File: config.mk
export PLATFORM = sky130hd
export DESIGN_NAME = vc_rr_stream_mux
export DESIGN_NICKNAME = d
export VERILOG_FILES = /design/src/rtl/vc_rr_stream_mux.sv
export SDC_FILE = /design/constraint.sdc
export NUM_CORES = 1
export LEC_CHECK = 0
export ABC_AREA = 1
export BUFFER_PORTS_ARGS = -buffer_cell sky130_fd_sc_hd__clkbuf_2
export CORE_ASPECT_RATIO = 0.7
export CORE_MARGIN = 2
export CORE_UTILIZATION = 49
export DETAILED_ROUTE_END_ITERATION = 10
export GPL_ROUTABILITY_DRIVEN = 0
export HOLD_SLACK_MARGIN = 0.02
export PLACE_DENSITY = 0.83
export SLEW_MARGIN = 20
export SYNTH_ARGS = -nofsm -noshare
export SYNTH_HDL_FRONTEND = slang
export SYNTH_SLANG_ARGS = --single-unit
File: constraint.sdc
create_clock -name clk -period 3 [get_ports clk]
set_input_delay 0.6 -clock clk [delete_from_list [all_inputs] [get_ports clk]]
set_output_delay 0.6 -clock clk [all_outputs]
set_load 0.03 [all_outputs]
File: src/rtl/vc_rr_stream_mux.sv
// vc_rr_stream_mux: N-input val/rdy stream multiplexer with a one-entry
// registered output buffer. The winner is chosen by round-robin arbitration
// (mode=0) or by an externally forced index (mode=1). Each buffered message
// is tagged with the index of the input that supplied it.
//
// Ports:
//   clk        clock, rising-edge state updates
//   reset      asynchronous active-high reset
//   in_val     per-input valid            in_rdy   per-input ready (comb, one-hot or zero)
//   in_msg     flattened input messages, input i at [i*p_nbits +: p_nbits]
//   mode       0 = round-robin, 1 = forced select
//   force_sel  input index used when mode=1
//   out_val    output buffer holds a message
//   out_rdy    downstream ready
//   out_msg    buffered message           out_src  source index of out_msg
module vc_rr_stream_mux #(
   parameter int unsigned p_nbits     = 32,
   parameter int unsigned p_ninputs   = 4,
   parameter int unsigned p_sel_nbits = $clog2(p_ninputs)
) (
   input  logic                           clk,
   input  logic                           reset,
   input  logic [p_ninputs-1:0]           in_val,
   output logic [p_ninputs-1:0]           in_rdy,
   input  logic [p_ninputs*p_nbits-1:0]   in_msg,
   input  logic                           mode,
   input  logic [p_sel_nbits-1:0]         force_sel,
   output logic                           out_val,
   input  logic                           out_rdy,
   output logic [p_nbits-1:0]             out_msg,
   output logic [p_sel_nbits-1:0]         out_src
);

   localparam int unsigned LAST_IDX = p_ninputs - 1;

   logic [p_sel_nbits-1:0] ptr;
   logic [p_sel_nbits-1:0] ptr_nxt;
   logic [p_ninputs-1:0]   grant;
   logic [p_sel_nbits-1:0] gidx;
   logic                   gany;
   logic [p_nbits-1:0]     sel_msg;
   logic                   enq_en;
   logic                   in_xfer;

   // Buffer can take a new message when empty or being drained this cycle
   assign enq_en  = !out_val || out_rdy;
   assign in_xfer = gany && enq_en && !reset;

   // Held low during reset so no source sees a handshake it cannot complete
   assign in_rdy  = (enq_en && !reset) ? grant : '0;

   // Grant selection: forced index, or first valid input scanning from ptr
   always_comb begin
      grant = '0;
      gidx  = '0;
      gany  = 1'b0;
      if (mode) begin
         // Loop over legal indices only, so an out-of-range force_sel grants nothing
         for (int i = 0; i < int'(p_ninputs); i++) begin
            if (force_sel == p_sel_nbits'(i) && in_val[i]) begin
               grant[i] = 1'b1;
               gidx     = p_sel_nbits'(i);
               gany     = 1'b1;
            end
         end
      end else begin
         for (int k = 0; k < int'(p_ninputs); k++) begin
            if (!gany && in_val[p_sel_nbits'((int'(ptr) + k) % int'(p_ninputs))]) begin
               grant[p_sel_nbits'((int'(ptr) + k) % int'(p_ninputs))] = 1'b1;
               gidx = p_sel_nbits'((int'(ptr) + k) % int'(p_ninputs));
               gany = 1'b1;
            end
         end
      end
   end

   // Message mux driven by the one-hot grant
   always_comb begin
      sel_msg = '0;
      for (int i = 0; i < int'(p_ninputs); i++) begin
         if (grant[i]) sel_msg = in_msg[i*int'(p_nbits) +: p_nbits];
      end
   end

   // Explicit wrap: gidx+1 in p_sel_nbits bits is wrong for non-power-of-2 counts
   assign ptr_nxt = (gidx == p_sel_nbits'(LAST_IDX)) ? '0 : gidx + 1'b1;

   // Output buffer and round-robin pointer
   always_ff @(posedge clk or posedge reset) begin
      if (reset) begin
         out_val <= 1'b0;
         out_msg <= '0;
         out_src <= '0;
         ptr     <= '0;
      end else begin
         if (in_xfer) begin
            out_val <= 1'b1;
            out_msg <= sel_msg;
            out_src <= gidx;
            if (!mode) ptr <= ptr_nxt;
         end else if (out_val && out_rdy) begin
            out_val <= 1'b0;
         end
      end
   end

endmodule

# Word level (Yosys, flattened, before mapping)

Cells that the tools add are included.

Register bits: 37
Bits of input ports: 138
Output and inout bits: 39
Word-level logic and storage cells: 107

$add $sub $neg: 4
Reductions and logical operators: 24
Equality and inequality tests: 4
Bitwise operators: 4
Muxes and demuxes: 59
$lt $le $gt $ge: 8

Operators with widths:

| operator                                                    | count |
|---|---|
| 2-to-1 mux 32 bit                                           | 4 |
| 2-to-1 mux 4 bit                                            | 9 |
| 2-to-1 mux 1 bit                                            | 30 |
| less-than comparator 2 x 4 -> 1 bit (second input constant) | 4 |
| 2-to-1 mux 2 bit                                            | 8 |
| logical AND 1 bit                                           | 15 |
| bitwise OR 4 bit                                            | 3 |
| binary-select mux 1 bit (select 2 bit)                      | 4 |
| demux 1 bit (select 2 bit)                                  | 4 |
| >= comparator 2 x 1 -> 1 bit (second input constant)        | 4 |
| == test 2 bit (second input constant)                       | 3 |
| zero test 1 bit                                             | 5 |
| adder 2 x 1 -> 2 bit (second input constant)                | 2 |
| adder 2 bit (second input constant)                         | 2 |
| == test 2 x 1 -> 1 bit (second input constant)              | 1 |
| zero test 2 bit                                             | 1 |
| AND reduction 2 bit                                         | 1 |
| nonzero test 2 bit                                          | 1 |
| logical OR 1 bit                                            | 1 |
| NOT 1 bit                                                   | 1 |

# Logic depth before layout (Yosys ltp)

Word-level depth: 21
Mapped depth: 18
Gate-level depth less buffers: 16

# Least setup slack after synthesis

OpenSTA, ideal clock, no wires.

Path kind: input-to-output
Start point: input port reset
End point: output port in_rdy[3]
Setup slack: 0.010 ns
Arrival time: 2.390 ns
Data required time: 2.400 ns
Stages: 3
Path buffers: 0
Path through: inv_1 -> o21ai_0 -> a21oi_1

Word-level cells in the longest chain between the ends: 3

Ends and longest elaborated chain:

| item                             | RTL line | text |
|---|---|---|
| start, declared                  | 22       | `input logic reset,` |
| zero test 1 bit (no source line) | --       |  |
| logical AND 1 bit                | 50       | `assign in_rdy = (enq_en && !reset) ? grant : '0;` |
| 2-to-1 mux 4 bit                 | 50       |  |
| end, declared                    | 24       | `output logic [p_ninputs-1:0] in_rdy,` |

Every way passes these cells.

# Worst setup path after layout

Start point: register ptr[0]
End point: output port in_rdy[3]

Word-level cells in the longest chain between the ends: 18
Elaborated cells on any way between the ends: 59
Those cells by class: 3 x add/sub; 8 x order compare; 35 x mux; 3 x bitwise; 10 x reduce/logical

Ends and longest elaborated chain:

| item                                                                         | RTL line | text |
|---|---|---|
| start, declared                                                              | 36       | `logic [p_sel_nbits-1:0] ptr;` |
| start signal, assigned                                                       | 100      | `if (!mode) ptr <= ptr_nxt;` |
| branches (longest 15 deep; another with less-than comparator 2 x 4 -> 1 bit) | --       |  |
| 2-to-1 mux 4 bit (*)                                                         | 68       | `if (!gany && in_val[p_sel_nbits'((int'(ptr) + k) % int'(p_ninputs))]) begin` |
| 2-to-1 mux 4 bit (*)                                                         | 57       | `if (mode) begin` |
| 2-to-1 mux 4 bit (*)                                                         | 50       |  |

Every way passes the cells marked *. The select of a mux whose other input is x is not followed.

==> impl_metrics.env <==
export IMPL_grt_ovfl_total=0
export IMPL_synth_avg_cell_area_um2=6.54
export IMPL_dr_pass1_iters=5
export IMPL_rsz0062_at_grt="false"
export IMPL_tightestPinTransition_ns=0.592
export IMPL_fp_dieW_um=111
export IMPL_track_usage=0.274
export IMPL_rows=27
export IMPL_min_period_ns=2.82
export IMPL_pre_cts_slack_ns=0.231
export IMPL_path_max_fanout=8
export IMPL_crit_start="ptr[0]"
export IMPL_dp_hpwl_um=9030
export IMPL_criticalPathCategory="flip-flop to primary output"
export IMPL_setup_violations=0
export IMPL_cap_violations=0
export IMPL_hold_buffers=0
export IMPL_seq_area_frac_synth=0.236
export IMPL_start_kind="flip-flop"
export IMPL_fin_area_um2=4890
export IMPL_ys_seq_elements=37
export IMPL_worstSkewPairLatency_ns=0.28
export IMPL_syn_instance_count=600
export IMPL_crit_path_end_kind="primary output"
export IMPL_antenna_found_initial=1
export IMPL_drtIter0Drc=467
export IMPL_start_util=0.502
export IMPL_required_ns=2.40
export IMPL_cts_buffer_depth=2
export IMPL_synth_area_um2=3920
export IMPL_ios=177
export IMPL_drive_gt1_frac=0.376
export IMPL_crit_slowest_cell="dfrtp_1"
export IMPL_holdWs_ns=0.470
export IMPL_skew_ns=0.00722
export IMPL_place_port_buffers=176
export IMPL_min_path_type="input port to asynchronous set/reset pin"
export IMPL_grt_pass1_wl_um=19700
export IMPL_critPathBufInv=3
export IMPL_peakVddDrop_mv=0.748
export IMPL_routed_wl_um=12200
export IMPL_vias=4477
export IMPL_h_tree_depth=2
export IMPL_yosysWarnings=0
export IMPL_diodes=0
export IMPL_root_buffer="clkbuf_16"
export IMPL_die_h_um=78.8
export IMPL_totalPowerFinal_mw=4.62
export IMPL_cts_tree="done"
export IMPL_die_area_um2=8750
export IMPL_fin_nets=909
export IMPL_slowest_delay_ns=0.42
export IMPL_period_share=0.941
export IMPL_clock_sinks=37
export IMPL_synth_distinct_cells=31
export IMPL_outcome="complete, no violations"
export IMPL_slew_viol_final=0
export IMPL_tns_ns=0
export IMPL_path_cells="inv_6, ha_4, inv_2, nand3_2, nand2_4, nand2_4, nor2_4, nand3_2, nand3_2, nand2_4, a21oi_1, buf_4"
export IMPL_timing_fmax_ghz=0.354
export IMPL_setup_slack_ns=0.177
export IMPL_reg2reg_from="ptr[0]"
export IMPL_ant_nets=0
export IMPL_core_area_um2=7800
export IMPL_hold_viol=0
export IMPL_wl_per_cell_um=14.1
export IMPL_arrival_ns=2.22
export IMPL_synth_net_count=746
export IMPL_n_fill_cell=720
export IMPL_p_leak_nw=3.05
export IMPL_grt_max_degree=65
export IMPL_drc=0
export IMPL_placedInstanceArea_um2=4690
export IMPL_via_per_inst=5.18
export IMPL_powerDensity_nw_per_um2=946
export IMPL_syn_to_final_growth_pct=24.6
export IMPL_max_slew_margin=0.605
export IMPL_clk_pin_slew_ns=0.06
export IMPL_first_global_vias=4118
export IMPL_tritoncts_num_buffers=5
export IMPL_crit_family="simple AND/OR/NAND/NOR gates"
layout make-up:
class                   count  area, um^2  share of cell area
repair buffers            189         993               0.203
clock inverters             2        13.8             0.00282
inverters                  91         354              0.0725
multi-input cells         439        2330               0.477
clock buffers               6         139              0.0284
flip-flops and latches     37         927               0.190
well taps                 101         126              0.0259
logic make-up (layout without fill, tap and decap cells):
logic type,after synthesis,after routing,synth area share
AO/OA/AOI/OAI,82,82,0.157
XOR/XNOR,1,1,0.00223
adder cells (fa/ha/maj),8,8,0.0255
buffers and inverters,124,288,0.172
flip-flops,37,37,0.236
AND/OR/NAND/NOR,348,348,0.407
cells in the final DEF (no fill, tap or decap), types with 2 or more instances in the layout:
| cell type | n |
|---|---|
| nand2_1 | 232 |
| clkbuf_2 | 174 |
| inv_1 | 85 |
| nand3_1 | 74 |
| a21oi_2 | 51 |
| dfrtp_1 | 36 |
| a21oi_1 | 20 |
| buf_4 | 13 |
| nand3_2 | 10 |
| nor2_1 | 10 |
| o21ai_0 | 8 |
| nand2_4 | 7 |
| ha_1 | 7 |
| nand2_2 | 6 |
| clkbuf_16 | 5 |
| nor2_4 | 4 |
| inv_2 | 3 |
| inv_6 | 2 |
| nand4_1 | 2 |
worst reg2reg max path: stages, from the launching register on:
cell and delay [ns]:
dfrtp_1 0.42, inv_6 0.13, ha_4 0.23, inv_2 0.10
nand3_2 0.12, nand2_4 0.12, nand2_4 0.08, nor2_4 0.16
nand3_2 0.09, nand3_2 0.10, nand2_4 0.07, nand2_8 0.41
a21oi_1 0.23, nand2_1 0.10, nand2_1 0.06
metrics by stage:
step / instances / util
3_3_place_gp: 854 / 0.602
3_5_place_dp: 854 / 0.602
6_report: 865 / 0.626
4_1_cts: 862 / 0.621
5_1_grt: 865 / 0.626
2_1_floorplan: 600 / -
power breakdown:
part,internal (mW),switching (mW),leakage [nW],total (mW)
sequential,0.718,0.150,0.466,0.867
combinational,1.02,2.21,2.50,3.22
clock,0.330,0.198,0.0768,0.528
total,2.07,2.55,3.05,4.62
state kept, by name, indices dropped and copies added, names as in the netlist:
name and count:
out_val 1, out_msg 32, ptr 2, out_src 2
layer usage:
layer / routed length, um / vias to the layer above / GRT usage
met1: 5140 / 1962 / 0.367
met3: 1350 / 33 / 0.0626
met5: 13 / - / 0
met4: 226 / 2 / 0.0850
li1: - / 2187 / -
met2: 5500 / 293 / 0.446
cells in the mapped netlist:
| master | n | area, um^2 |
|---|---|---|
| buf_12 | 4 | 80.1 |
| inv_6 | 2 | 17.5 |
| nand2_4 | 7 | 78.8 |
| o21ai_1 | 1 | 5.00 |
| nand3_1 | 74 | 370 |
| nor2_1 | 10 | 37.5 |
| nand4_1 | 2 | 12.5 |
| nand2_2 | 6 | 37.5 |
| inv_2 | 2 | 7.51 |
| buf_2 | 7 | 35.0 |
| buf_6 | 12 | 135 |
| o21ai_0 | 8 | 40.0 |
| inv_4 | 1 | 6.26 |
| dfrtp_1 | 37 | 926 |
| a21oi_2 | 51 | 447 |
| nor2_2 | 1 | 6.26 |
| nor2_4 | 4 | 45.0 |
| a21oi_4 | 1 | 16.3 |
| ha_1 | 8 | 100 |
| a31oi_1 | 1 | 6.26 |
| nand2_1 | 232 | 871 |
| buf_4 | 1 | 7.51 |
| inv_1 | 86 | 323 |
| xor2_1 | 1 | 8.76 |
| clkbuf_4 | 2 | 15.0 |
| nand3_4 | 1 | 17.5 |
| a21oi_1 | 20 | 100 |
| nand2_8 | 1 | 20.0 |
| nand3_2 | 10 | 100 |
| buf_8 | 2 | 30.0 |
| clkbuf_1 | 5 | 18.8 |
worst paths after layout:
path / cells after the start / end / slack (ns)
worst max-delay path: 12 / in_rdy[3] / 0.18
worst min-delay path: 3 / out_msg[2] / 0.47
worst max register to register: 14 / out_msg[28] / 0.48
worst min register to register: 2 / out_msg[16] / 0.48
max in group asynchronous: 3 / ptr[1] / 2.17
min in group clk: 2 / out_msg[16] / 0.48
repair_timing:
action,in CTS,in global routing
resized for setup,1,6
buffers inserted,0,3
setup endpoints to repair,2,4
gates cloned,0,0
Note: power is estimated with default switching activity, not from simulation.
